==> src/rtl/runner_master_pkg.sv <==
// Shared types and constants for the running-light / SPI master block.
package runner_master_pkg;

    localparam int REG_WIDTH_DEF = 8;
    localparam int LED_WIDTH_DEF = 6;
    localparam int CLK_DIV_DEF   = 4;

    localparam logic [5:0] LED_RESET = 6'b000001;

    typedef enum logic [2:0] {
        IDLE,
        LOAD,
        SHIFT_LO,
        SHIFT_HI,
        DONE
    } spi_state_t;

endpackage

==> src/rtl/runner_master_spi_master_core.sv <==
// SPI mode-0 master, LSB first: one frame of REG_WIDTH bits per start pulse.
// All outputs are registered; the received byte lands in rx_data at DONE.
module spi_master_core
    import runner_master_pkg::*;
#(
    parameter int REG_WIDTH = REG_WIDTH_DEF,
    parameter int LED_WIDTH = LED_WIDTH_DEF,
    parameter int CLK_DIV   = CLK_DIV_DEF
) (
    input  logic                 clk,
    input  logic                 rst,
    input  logic                 start,
    input  logic [LED_WIDTH-1:0] pattern,
    input  logic                 miso,
    output logic                 cs,
    output logic                 sclk,
    output logic                 mosi,
    output logic [REG_WIDTH-1:0] rx_data
);

    localparam int CNT_W = (REG_WIDTH > 1) ? $clog2(REG_WIDTH) : 1;
    localparam int DIV_W = $clog2(CLK_DIV) + 1;
    localparam logic [CNT_W-1:0] CNT_LAST = CNT_W'(REG_WIDTH - 1);
    localparam logic [DIV_W-1:0] DIV_LAST = DIV_W'(CLK_DIV - 1);

    spi_state_t           state;
    logic [REG_WIDTH-1:0] tx_shift;
    logic [REG_WIDTH-1:0] rx_shift;
    logic [CNT_W-1:0]     bit_cnt;
    logic [DIV_W-1:0]     div_cnt;
    logic [CNT_W-1:0]     bit_nxt;

    assign bit_nxt = bit_cnt + CNT_W'(1);

    // Frame FSM: divider, bit counter, shift registers and registered SPI pins.
    // cs/mosi are set on the edge entering LOAD so they are valid during LOAD,
    // and cs is released on the edge entering DONE.
    always_ff @(posedge clk) begin
        if (rst) begin
            state    <= IDLE;
            cs       <= 1'b1;
            sclk     <= 1'b0;
            mosi     <= 1'b0;
            tx_shift <= '0;
            rx_shift <= '0;
            rx_data  <= '0;
            bit_cnt  <= '0;
            div_cnt  <= '0;
        end else begin
            case (state)
                IDLE: begin
                    cs   <= 1'b1;
                    sclk <= 1'b0;
                    if (start) begin
                        tx_shift <= REG_WIDTH'(pattern);
                        cs       <= 1'b0;
                        mosi     <= pattern[0];
                        state    <= LOAD;
                    end
                end
                LOAD: begin
                    bit_cnt <= '0;
                    div_cnt <= '0;
                    state   <= SHIFT_LO;
                end
                SHIFT_LO: begin
                    if (div_cnt == DIV_LAST) begin
                        div_cnt           <= '0;
                        sclk              <= 1'b1;
                        rx_shift[bit_cnt] <= miso;
                        state             <= SHIFT_HI;
                    end else begin
                        div_cnt <= div_cnt + DIV_W'(1);
                    end
                end
                SHIFT_HI: begin
                    if (div_cnt == DIV_LAST) begin
                        div_cnt <= '0;
                        sclk    <= 1'b0;
                        if (bit_cnt == CNT_LAST) begin
                            cs    <= 1'b1;
                            mosi  <= 1'b0;
                            state <= DONE;
                        end else begin
                            bit_cnt <= bit_nxt;
                            mosi    <= tx_shift[bit_nxt];
                            state   <= SHIFT_LO;
                        end
                    end else begin
                        div_cnt <= div_cnt + DIV_W'(1);
                    end
                end
                DONE: begin
                    rx_data <= rx_shift;
                    state   <= IDLE;
                end
                default: state <= IDLE;
            endcase
        end
    end

endmodule

==> src/rtl/runner_master.sv <==
// Running light with button synchronizers; frames the pattern out over SPI.
module runner_master
    import runner_master_pkg::*;
#(
    parameter int REG_WIDTH = REG_WIDTH_DEF,
    parameter int LED_WIDTH = LED_WIDTH_DEF,
    parameter int CLK_DIV   = CLK_DIV_DEF
) (
    input  logic                 sys_clk,
    input  logic                 rstn,
    input  logic                 t_start,
    input  logic                 up,
    output logic [LED_WIDTH-1:0] led,
    output logic                 cs,
    output logic                 sclk,
    output logic                 mosi,
    input  logic                 miso
);

    // Two synchronizer stages plus one history stage per button.
    logic [2:0] up_sync;
    logic [2:0] st_sync;
    logic       up_press;
    logic       st_press;
    logic [REG_WIDTH-1:0] rx_data;

    // Button synchronizers; idle high so reset does not fake a press.
    always_ff @(posedge sys_clk) begin
        if (rstn) begin
            up_sync <= 3'b111;
            st_sync <= 3'b111;
        end else begin
            up_sync <= {up_sync[1:0], up};
            st_sync <= {st_sync[1:0], t_start};
        end
    end

    // Falling edge of the synchronized level = one press, however long the hold.
    assign up_press = up_sync[2] & ~up_sync[1];
    assign st_press = st_sync[2] & ~st_sync[1];

    // LED rotator: left rotate with wrap on each up press.
    always_ff @(posedge sys_clk) begin
        if (rstn) begin
            led <= LED_WIDTH'(LED_RESET);
        end else if (up_press) begin
            led <= {led[LED_WIDTH-2:0], led[LED_WIDTH-1]};
        end
    end

    // Core latches led on the same edge it rotates, so a simultaneous
    // press sends the pre-rotation pattern.
    spi_master_core #(
        .REG_WIDTH (REG_WIDTH),
        .LED_WIDTH (LED_WIDTH),
        .CLK_DIV   (CLK_DIV)
    ) u_spi (
        .clk     (sys_clk),
        .rst     (rstn),
        .start   (st_press),
        .pattern (led),
        .miso    (miso),
        .cs      (cs),
        .sclk    (sclk),
        .mosi    (mosi),
        .rx_data (rx_data)
    );

endmodule

==> config.mk <==
export PLATFORM = sky130hd
export DESIGN_NAME = runner_master
export DESIGN_NICKNAME = d
export VERILOG_FILES = /design/src/rtl/runner_master_pkg.sv /design/src/rtl/runner_master_spi_master_core.sv /design/src/rtl/runner_master.sv
export SDC_FILE = /design/constraint.sdc
export NUM_CORES = 1
export LEC_CHECK = 0
export ABC_AREA = 1
export BUFFER_PORTS_ARGS = -buffer_cell sky130_fd_sc_hd__buf_2
export CAP_MARGIN = 20
export CORE_UTILIZATION = 30
export DETAILED_ROUTE_END_ITERATION = 6
export PLACE_DENSITY = 0.56
export RECOVER_POWER = 25
export SLEW_MARGIN = 20
export SYNTH_ARGS = -nofsm -noshare
export SYNTH_HDL_FRONTEND = slang
export SYNTH_SLANG_ARGS = --single-unit
==> constraint.sdc <==
create_clock -name sys_clk -period 1.18 [get_ports sys_clk]
set_input_delay 0.177 -clock sys_clk [delete_from_list [all_inputs] [get_ports sys_clk]]
set_output_delay 0.177 -clock sys_clk [all_outputs]
set_load 0.02 [all_outputs]
==> flow_metrics.tcl, run 1 <==
set metrics [dict create \
    run_status "complete, no violations" \
    placed_cells_incl_taps 238 \
    clk-insertion-delay-late_ns 0.28 \
    grt_start_max_net_pins 11 \
    postSynthNetCount 172 \
    cts_sinks 30 \
    routed_len_inst_um 10.4 \
    cts_max_path_buffers 2 \
    globalRouteOverflowTotal 0 \
    detail_route.drc_violations 0 \
    h-tree-depth 2 \
    fp-row-count 23 \
    ys_dominant_reg_cell "sky130_fd_sc_hd__dfxtp_1" \
    timing.final.hold_violations 0 \
    hold-path-cell-count 2 \
    worst_clock_skew_ns 0.00305 \
    synthTopCellsByArea "sky130_fd_sc_hd__dfxtp_1 (48%), sky130_fd_sc_hd__nand2_1 (11%), sky130_fd_sc_hd__inv_1 (6.0%)" \
    routed-via-count 1083 \
    cts_tree "yes" \
    finalWorstSetupSlack_ns 0.0195 \
    cell_internal_pwr_mw 1.70 \
    yosys.area.top_type_share 0.482 \
    worst_ir_drop_vdd_mv 0.682 \
    setup_violations 0 \
    minimum_hold_slack_ns 0.0804 \
    dieHeight_um 66.5 \
    antenna_violating_nets_post_route 0 \
    power.share.sequential 0.474 \
    initial_core_utilization 0.312 \
    combinationalPowerShare 0.163 \
    critical_path.slowest_cell "sky130_fd_sc_hd__dfxtp_2" \
    count_of_yosys_warnings_during_synthesis 0 \
    synthDistinctLibCells 21 \
    yosys.area.top_type "sky130_fd_sc_hd__dfxtp_1" \
    cts.reportedPaths.clkPinSlew_ns 0.06 \
    detailedRoute.firstPassIterationCount 4 \
    design.core.area_sq_um 4000 \
    synth.top_cells.by_count "sky130_fd_sc_hd__nand2_1 (37), sky130_fd_sc_hd__dfxtp_1 (30), sky130_fd_sc_hd__inv_1 (20)" \
    cap_viol_max_count 0 \
    drt_wl_total_um 2610 \
    period_needed_ns 1.16 \
    class_of_the_tightest_hold_or_removal_check "input port to flop" \
    worst-slew-pin-transition_ns 0.224 \
    area.growth.synth_to_final_pct 36.6 \
    number_of_flip_flops_and_latches_in_the_synthesized_netlist 30 \
    layoutNonFillerInstCount 250 \
    critical_path_required_ns 1.35 \
    syn_area_per_cell_sq_um 7.60 \
    worstPathCellList "inv_2 -> nor2_4 -> nand2_2 -> nand2_1 -> nand3_1 -> nor2_1 -> a21oi_2" \
    cell_with_the_most_instances_after_synthesis "sky130_fd_sc_hd__nand2_1" \
    critical-path-max-stage-delay_ns 0.35 \
    synthesized_netlist_cell_count 164 \
    place_ws_ns -0.0558 \
    power.leakage_nw 0.733 \
    power.share.clock 0.363 \
    fp.dieW_um 66.5 \
    boundaryPins 14 \
    dp_hpwl_um 1830 \
    clock.fmax_ghz 0.862 \
    via_count_of_the_first_global_routing_pass 954 \
    antenna_violations_before_repair 0 \
    switching_power_total_mw 0.617 \
    swShare 0.266 \
    cts.root.buffer_cell "sky130_fd_sc_hd__clkbuf_8" \
    viasPerCell 4.33 \
    tritoncts.num_buffers 5 \
    max_transition_margin 0.850 \
    synth_sequential_area_ratio 0.482 \
    maxSlewViolCount 0 \
    gp_routability_congestion 0.876 \
    layout.nets 207 \
    antenna-diode-count 0 \
    worstPathArrival_ns 1.33 \
    wire_length_of_the_first_global_routing_pass_um 4130 \
    critPathMaxFanout 4 \
    synth_enable_flop_cells 0 \
    rsz0062_at_grt "yes" \
    setup_crit_path_kind "flop to flop" \
    netlist_area_before_placement_sq_um 1250 \
    startpoint_type "flop" \
    dr.first_iter.drc_count 38 \
    layout_worst_path_cycle_share 0.983 \
    numPortBuffers 12 \
    power_density_nw_per_um2 1360 \
    drive_above_1_share 0.410 \
    crit_path_end_kind "flop" \
    track_usage 0.128 \
    critPathBufInv 1 \
    postSynth.asyncResetShare 0 \
    worstRegToRegCells 7 \
    critical_path_cell_count 7 \
    die-area_sq_um 4420 \
    worst_path_dominant_cell_family "simple AND/OR/NAND/NOR gates" \
]
## placed cells by master (no fill, tap or decap), types with 5 or more instances in the layout
| master | netlist | routed |
|---|---|---|
| sky130_fd_sc_hd__nand2_2 | 2 | 9 |
| sky130_fd_sc_hd__dfxtp_2 | 0 | 6 |
| sky130_fd_sc_hd__inv_1 | 20 | 16 |
| sky130_fd_sc_hd__nor2_1 | 17 | 17 |
| sky130_fd_sc_hd__a21oi_1 | 13 | 11 |
| sky130_fd_sc_hd__inv_2 | 3 | 7 |
| sky130_fd_sc_hd__o21ai_0 | 13 | 11 |
| sky130_fd_sc_hd__buf_2 | 1 | 12 |
| sky130_fd_sc_hd__dfxtp_1 | 30 | 23 |
| sky130_fd_sc_hd__clkbuf_8 | 0 | 6 |
| sky130_fd_sc_hd__buf_4 | 0 | 18 |
| sky130_fd_sc_hd__nor2_4 | 2 | 5 |
| sky130_fd_sc_hd__nand2_1 | 37 | 27 |
## cells by family (layout without fill, tap and decap cells)
group,after synthesis,in the layout,synth area share
simple gates,72,72,0.254
compound gates,34,34,0.152
buf+inv,25,61,0.0823
flops,30,30,0.482
fa+ha+maj,3,3,0.0301
## path summary, 6_finish.rpt
path / to / slack (ns) / startpoint
worst max-delay path: u_spi.mosi$_SDFFE_PP0P_ / 0.02 / u_spi.state[1]$_SDFFE_PP0P_
worst min-delay path: up_sync[0]$_SDFF_PP1_ / 0.08 / up
worst max register to register: u_spi.mosi$_SDFFE_PP0P_ / 0.02 / u_spi.state[1]$_SDFFE_PP0P_
worst min register to register: up_sync[1]$_SDFF_PP1_ / 0.41 / up_sync[0]$_SDFF_PP1_
## power by group through the flow
stage	clock network [mW]	registers (mW)	logic [mW]
finish	0.840	1.10	0.377
global route	0.912	1.10	0.415
CTS	0.872	1.10	0.331
detailed placement	0	1.12	0.321
global placement	0	1.12	0.318
floorplan	0	1.14	0.177
## worst register-to-register path, cell delays in order (launching register included)
cell and delay (ns):
sky130_fd_sc_hd__dfxtp_2 0.35, sky130_fd_sc_hd__inv_2 0.06, sky130_fd_sc_hd__nor2_4 0.18, sky130_fd_sc_hd__nand2_2 0.10, sky130_fd_sc_hd__nand2_1 0.06, sky130_fd_sc_hd__nand3_1 0.09
sky130_fd_sc_hd__nor2_1 0.14, sky130_fd_sc_hd__a21oi_2 0.07
## layout make-up
class                   instances  area [sq um]
clock buffers                   7          86.3
fillers                       406          2300
clock inverters                 1          5.00
flip-flops and latches         30           612
multi-input cells             109           656
inverters                      23          86.3
well taps                      50          62.6
repair buffers                 30           195
## per-stage QoR
step	TNS, ns	util	area, sq um	power (mW)
after floorplan	0	-	1250	1.32
after global placement	-0.156	0.366	1470	1.44
after detailed placement	-0.277	0.366	1470	1.44
after CTS	-0.0198	0.400	1600	2.30
after global routing	-0.189	0.426	1700	2.43
final	0	0.426	1700	2.32
## metal layers
metal / track usage / up-vias / part of all wire
met1: 0.163 / 476 / 0.49
met2: 0.189 / 12 / 0.47
met3: 0.0411 / 5 / 0.025
met4: 0.0718 / 0 / 0.015
li1: - / 590 / -
met5: 0 / - / 0
## what timing repair did
item / CTS / global route
hold buffers: 0 / 0
buffers inserted: 0 / 4
gates resized for setup: 12 / 25
pin swaps: 4 / 12
setup endpoints to repair: 11 / 11
## sequential cells by signal, indices dropped and copies added (netlist names)
| name | count |
|---|---|
| u_spi.cs | 1 |
| led | 6 |
| u_spi.sclk | 1 |
| u_spi.bit_cnt | 3 |
| u_spi.mosi | 1 |
| u_spi.div_cnt | 3 |
| st_sync | 3 |
| u_spi.tx_shift | 6 |
| up_sync | 3 |
| u_spi.state | 3 |
Note: power is estimated with default switching activity, not from simulation.
==> run 2: changes to the inputs <==
--- a/config.mk
+++ b/config.mk
@@ -8,9 +8,9 @@
 export ABC_AREA = 1
 export BUFFER_PORTS_ARGS = -buffer_cell sky130_fd_sc_hd__buf_2
 export CAP_MARGIN = 20
-export CORE_UTILIZATION = 30
+export CORE_UTILIZATION = 25
 export DETAILED_ROUTE_END_ITERATION = 6
-export PLACE_DENSITY = 0.56
+export PLACE_DENSITY = 0.5
 export RECOVER_POWER = 25
 export SLEW_MARGIN = 20
 export SYNTH_ARGS = -nofsm -noshare
==> flow_metrics.tcl, run 2 (synthesis results as in run 1) <==
set metrics [dict create \
    viasPerCell 4.06 \
    worst_clock_skew_ns 0.00149 \
    clk-insertion-delay-late_ns 0.28 \
    rsz0062_at_grt "yes" \
    design.core.area_sq_um 4750 \
    dp_hpwl_um 1830 \
    timing.final.hold_violations 0 \
    mostFrequentLayoutCell "sky130_fd_sc_hd__nand2_1" \
    area.growth.synth_to_final_pct 37.7 \
    via_count_of_the_first_global_routing_pass 1025 \
    worst-slew-pin-transition_ns 0.298 \
    h-tree-depth 2 \
    critPathMaxFanout 3 \
    grt_start_max_net_pins 18 \
    cts.hold.buffers_added 0 \
    cts_tree "yes" \
    numPortBuffers 12 \
    cap_viol_max_count 0 \
    period_needed_ns 1.18 \
    antenna_violating_nets_post_route 0 \
    boundaryPins 14 \
    final_core_util 0.361 \
    die-area_sq_um 5270 \
    worstPathArrival_ns 1.35 \
    initial_core_utilization 0.262 \
    detail_route.drc_violations 0 \
    power.leakage_nw 0.730 \
    wire_length_of_the_first_global_routing_pass_um 4420 \
    ff_latch_area_sq_um 614 \
    run_status "finished with violations" \
    critical_path_required_ns 1.35 \
    dieHeight_um 72.6 \
    crit_path_end_kind "flop" \
    final_cell_mix "sky130_fd_sc_hd__nand2_1 (27), sky130_fd_sc_hd__dfxtp_1 (23), sky130_fd_sc_hd__inv_1 (19), sky130_fd_sc_hd__nor2_1 (17), sky130_fd_sc_hd__buf_4 (15)" \
    globalRouteOverflowTotal 0 \
    routed_len_inst_um 9.75 \
    detailedRoute.firstPassIterationCount 4 \
    violations "negative setup slack" \
    fp-row-count 25 \
    finalWorstSetupSlack_ns -0.00465 \
    startpoint_type "flop" \
    cts.reportedPaths.clkPinSlew_ns 0.06 \
    tritoncts.num_buffers 5 \
    power_density_nw_per_um2 1350 \
    max_transition_margin 0.800 \
    drt_wl_total_um 2580 \
    maxSlewViolCount 0 \
    antenna-diode-count 0 \
    dr.first_iter.drc_count 28 \
    antenna_violations_before_repair 0 \
    routed-via-count 1076 \
    setup_violations 2 \
    worst_ir_drop_vdd_mv 0.832 \
    fp.dieW_um 72.6 \
    totalPowerFinal_mw 2.31 \
    class_of_the_tightest_hold_or_removal_check "input port to flop" \
    layout.nets 205 \
    layout_worst_path_cycle_share 1.00 \
    cts.root.buffer_cell "sky130_fd_sc_hd__clkbuf_8" \
    clock.fmax_ghz 0.844 \
    biggestRegsByFlops "led x6, u_spi.tx_shift x6" \
    setup_crit_path_kind "flop to flop" \
    drive_above_1_share 0.384 \
    multi_input_area_sq_um 644 \
    cts_sinks 30 \
    track_usage 0.112 \
    cts_max_path_buffers 2 \
    gp_routability_congestion 0.732 \
    num-fill-cells 554 \
]
-- run 2: cell types whose count changed in the layout (fill, tap and decap cells not counted), sizes merged --
cell,previous run,this run
buf,30,28
-- run 2: final timing paths --
check / slack, ns / start / to / cells after the start
worst max-delay path: -0.005 / u_spi.bit_cnt[1]$_SDFFE_PP0P_ / u_spi.bit_cnt[0]$_SDFFE_PP0P_ / 6
worst min-delay path: 0.08 / t_start / st_sync[0]$_SDFF_PP1_ / 2
worst max register to register: -0.005 / u_spi.bit_cnt[1]$_SDFFE_PP0P_ / u_spi.bit_cnt[0]$_SDFFE_PP0P_ / 6
worst min register to register: 0.41 / st_sync[0]$_SDFF_PP1_ / st_sync[1]$_SDFF_PP1_ / 1
-- run 2: repair_timing --
action                     in CTS  in global routing
setup buffers                   0                  2
pin swaps                       5                 10
setup endpoints to repair      11                 12
gates resized for setup        10                 26
-- run 2: critical path, stage by stage (launching register included) --
cell                      delay (ns)
sky130_fd_sc_hd__dfxtp_2        0.33
sky130_fd_sc_hd__ha_4           0.16
sky130_fd_sc_hd__ha_4           0.17
sky130_fd_sc_hd__a21oi_4        0.14
sky130_fd_sc_hd__nand2_2        0.09
sky130_fd_sc_hd__o21ai_1        0.13
sky130_fd_sc_hd__a21oi_1        0.05
-- run 2: final cells by class --
class                      instances  share of cell area
inverter                          23              0.0518
clock buffer                       7              0.0503
clock inverter                     1             0.00292
sequential                        30               0.358
timing repair buffer              28               0.112
multi-input combinational        109               0.376
tap                               67              0.0489
-- run 2: power by group --
part           switching [mW]  internal [mW]
Clock                   0.373          0.469
Sequential             0.0332           1.07
Combinational           0.213          0.156
Total                   0.619           1.69
-- run 2: per-stage QoR --
step                instance area (sq um)  TNS [ns]  hold WS [ns]  std cells  setup slack [ns]
floorplan                            1250         0         0.281        164           0.00793
global placement                     1500    -0.284         0.362        255           -0.0685
detailed placement                   1500    -0.307         0.367        255           -0.0709
CTS                                  1620   -0.0310        0.0665        263           -0.0310
global route                         1720    -0.579        0.0694        265           -0.0769
finish                               1720  -0.00763        0.0760        265          -0.00465
-- run 2: metal layers --
metal / routed length, um / global-route usage / part of all wire
met5: 0 / 0 / 0
met4: 73 / 0.0719 / 0.028
met3: 65 / 0.0373 / 0.025
met2: 1150 / 0.169 / 0.44
met1: 1300 / 0.137 / 0.50
==> run 3: changes to the inputs <==
--- a/config.mk
+++ b/config.mk
@@ -10,7 +10,7 @@
 export CAP_MARGIN = 20
 export CORE_UTILIZATION = 25
 export DETAILED_ROUTE_END_ITERATION = 6
-export PLACE_DENSITY = 0.5
+export PLACE_DENSITY = 0.49
 export RECOVER_POWER = 25
 export SLEW_MARGIN = 20
 export SYNTH_ARGS = -nofsm -noshare
==> constraint.sdc (replaced) <==
create_clock -name sys_clk -period 1.2 [get_ports sys_clk]
set_input_delay 0.18 -clock sys_clk [delete_from_list [all_inputs] [get_ports sys_clk]]
set_output_delay 0.18 -clock sys_clk [all_outputs]
set_load 0.02 [all_outputs]
==> flow_metrics.tcl, run 3 (synthesis results as in run 1) <==
set metrics [dict create \
    run_status "complete, no violations" \
    tritoncts.num_buffers 5 \
    dr.first_iter.drc_count 16 \
    num-fill-cells 523 \
    setup_crit_path_kind "flop to flop" \
    period_needed_ns 1.17 \
    timing.final.hold_violations 0 \
    postLayoutCellArea_sq_um 1810 \
    dpl-instance-area_sq_um 1510 \
    final_cell_mix "sky130_fd_sc_hd__nand2_1 (26), sky130_fd_sc_hd__dfxtp_1 (25), sky130_fd_sc_hd__inv_1 (18), sky130_fd_sc_hd__buf_4 (17), sky130_fd_sc_hd__nor2_1 (16)" \
    minimum_hold_slack_ns 0.0813 \
    viasPerCell 4.07 \
    boundaryPins 14 \
    worstRegToRegCells 6 \
    power.share.clock 0.464 \
    worst-slew-pin-transition_ns 0.289 \
    drive_above_1_share 0.413 \
    placed_cells_incl_taps 256 \
    clock.fmax_ghz 0.856 \
    globalRouteOverflowTotal 0 \
    setup_violations 0 \
    maxSlewViolCount 0 \
    biggestRegsByFlops "led x6, u_spi.tx_shift x6" \
    cts_max_path_buffers 2 \
    final_core_util 0.380 \
    area.growth.synth_to_final_pct 44.9 \
    cts.hold.buffers_added 0 \
    switching_power_total_mw 0.624 \
    die-area_sq_um 5270 \
    dieHeight_um 72.6 \
    fp.dieW_um 72.6 \
    antenna_violating_nets_post_route 0 \
    via_count_of_the_first_global_routing_pass 990 \
    layout.nets 208 \
    routed_len_inst_um 9.61 \
    place_ws_ns -0.0342 \
    fp-row-count 25 \
    mostFrequentLayoutCell "sky130_fd_sc_hd__nand2_1" \
    detailedRoute.firstPassIterationCount 4 \
    numPortBuffers 12 \
    worst_clock_skew_ns 0.00547 \
    power.share.sequential 0.396 \
    cell_internal_pwr_mw 2.10 \
    finalWorstSetupSlack_ns 0.0322 \
    grt_start_max_net_pins 18 \
    design.core.area_sq_um 4750 \
    worst_r2r_endpoint "u_spi.bit_cnt[0]$_SDFFE_PP0P_" \
    h-tree-depth 2 \
    class_of_the_tightest_hold_or_removal_check "input port to flop" \
    hold-path-cell-count 2 \
    drt_wl_total_um 2580 \
    routed-via-count 1091 \
    startpoint_type "flop" \
    cts_tree "yes" \
    antenna-diode-count 0 \
    power.leakage_nw 0.771 \
    ff_latch_area_sq_um 612 \
    combinationalPowerShare 0.140 \
    worst_ir_drop_vdd_mv 0.803 \
    worstPathArrival_ns 1.33 \
    antenna_violations_before_repair 0 \
    timing.rr.start "u_spi.bit_cnt[0]$_SDFFE_PP0P_" \
    initial_core_utilization 0.262 \
    worst_hold_path.endpoint "st_sync[0]$_SDFF_PP1_" \
    crit_path_end_kind "flop" \
    timing.hold.worst.start "t_start" \
    totalPowerFinal_mw 2.72 \
    layout_worst_path_cycle_share 0.973 \
    finalSetupTns_ns 0 \
    swShare 0.230 \
    gp_routability_congestion 0.741 \
    track_usage 0.108 \
    critical_path_required_ns 1.36 \
    wire_length_of_the_first_global_routing_pass_um 4290 \
    cap_viol_max_count 0 \
    max_transition_margin 0.806 \
    layoutNonFillerInstCount 268 \
    clk-insertion-delay-late_ns 0.28 \
    cts.reportedPaths.clkPinSlew_ns 0.07 \
    power_density_nw_per_um2 1510 \
    critPathMaxFanout 3 \
    multi_input_area_sq_um 659 \
    rsz0062_at_grt "yes" \
    detail_route.drc_violations 0 \
    cts.root.buffer_cell "sky130_fd_sc_hd__clkbuf_8" \
    regToRegSetupSlack_ns 0.03 \
    cts_sinks 30 \
    dp_hpwl_um 1820 \
]
-- run 3: worst max-delay path by stage --
| stage | start | cells past startpoint | end |
|---|---|---|---|
| after global routing | u_spi.bit_cnt[0]$_SDFFE_PP0P_ | 7 | u_spi.cs$_SDFFE_PP1P_ |
| after floorplan | u_spi.bit_cnt[0]$_SDFFE_PP0P_ | 7 | u_spi.cs$_SDFFE_PP1P_ |
| after global placement | u_spi.div_cnt[0]$_SDFFE_PP0P_ | 7 | u_spi.state[1]$_SDFFE_PP0P_ |
| final | u_spi.bit_cnt[0]$_SDFFE_PP0P_ | 6 | u_spi.bit_cnt[0]$_SDFFE_PP0P_ |
| after detailed placement | u_spi.bit_cnt[0]$_SDFFE_PP0P_ | 6 | u_spi.bit_cnt[0]$_SDFFE_PP0P_ |
| after CTS | u_spi.bit_cnt[0]$_SDFFE_PP0P_ | 6 | u_spi.bit_cnt[0]$_SDFFE_PP0P_ |
-- run 3: worst max-delay path: stages (launching register included) --
cell and delay [ns]:
sky130_fd_sc_hd__dfxtp_2 0.34, sky130_fd_sc_hd__ha_4 0.16, sky130_fd_sc_hd__ha_4 0.18, sky130_fd_sc_hd__a21oi_4 0.14, sky130_fd_sc_hd__nand2_2 0.08, sky130_fd_sc_hd__o21ai_1 0.12, sky130_fd_sc_hd__a21oi_1 0.05
-- run 3: layout make-up --
cell class	count	share of cell area
multi-input combinational	109	0.365
sequential	30	0.339
timing repair buffer	31	0.121
inverter	23	0.0492
tap	67	0.0464
clock buffer	6	0.0457
clock inverter	2	0.0333
-- run 3: timing repair --
| action | CTS | global route |
|---|---|---|
| resized for setup | 7 | 35 |
| buffers inserted | 0 | 4 |
| pin swaps | 1 | 9 |
| endpoints found under the setup margin | 9 | 13 |
-- run 3: per-layer routing --
| metal | track usage | wire (um) | up-vias |
|---|---|---|---|
| li1 | - | - | 594 |
| met2 | 0.166 | 1150 | 11 |
| met5 | 0 | 0 | - |
| met3 | 0.0387 | 81 | 4 |
| met4 | 0.0523 | 42 | 0 |
| met1 | 0.133 | 1310 | 482 |
-- run 3: power by group through the flow --
| stage | logic, mW | clock network (mW) | registers [mW] |
|---|---|---|---|
| final | 0.380 | 1.26 | 1.08 |
| after global routing | 0.421 | 1.34 | 1.08 |
| after CTS | 0.330 | 1.30 | 1.08 |
| after detailed placement | 0.322 | 0 | 1.10 |
| after global placement | 0.320 | 0 | 1.10 |
| after floorplan | 0.174 | 0 | 1.12 |
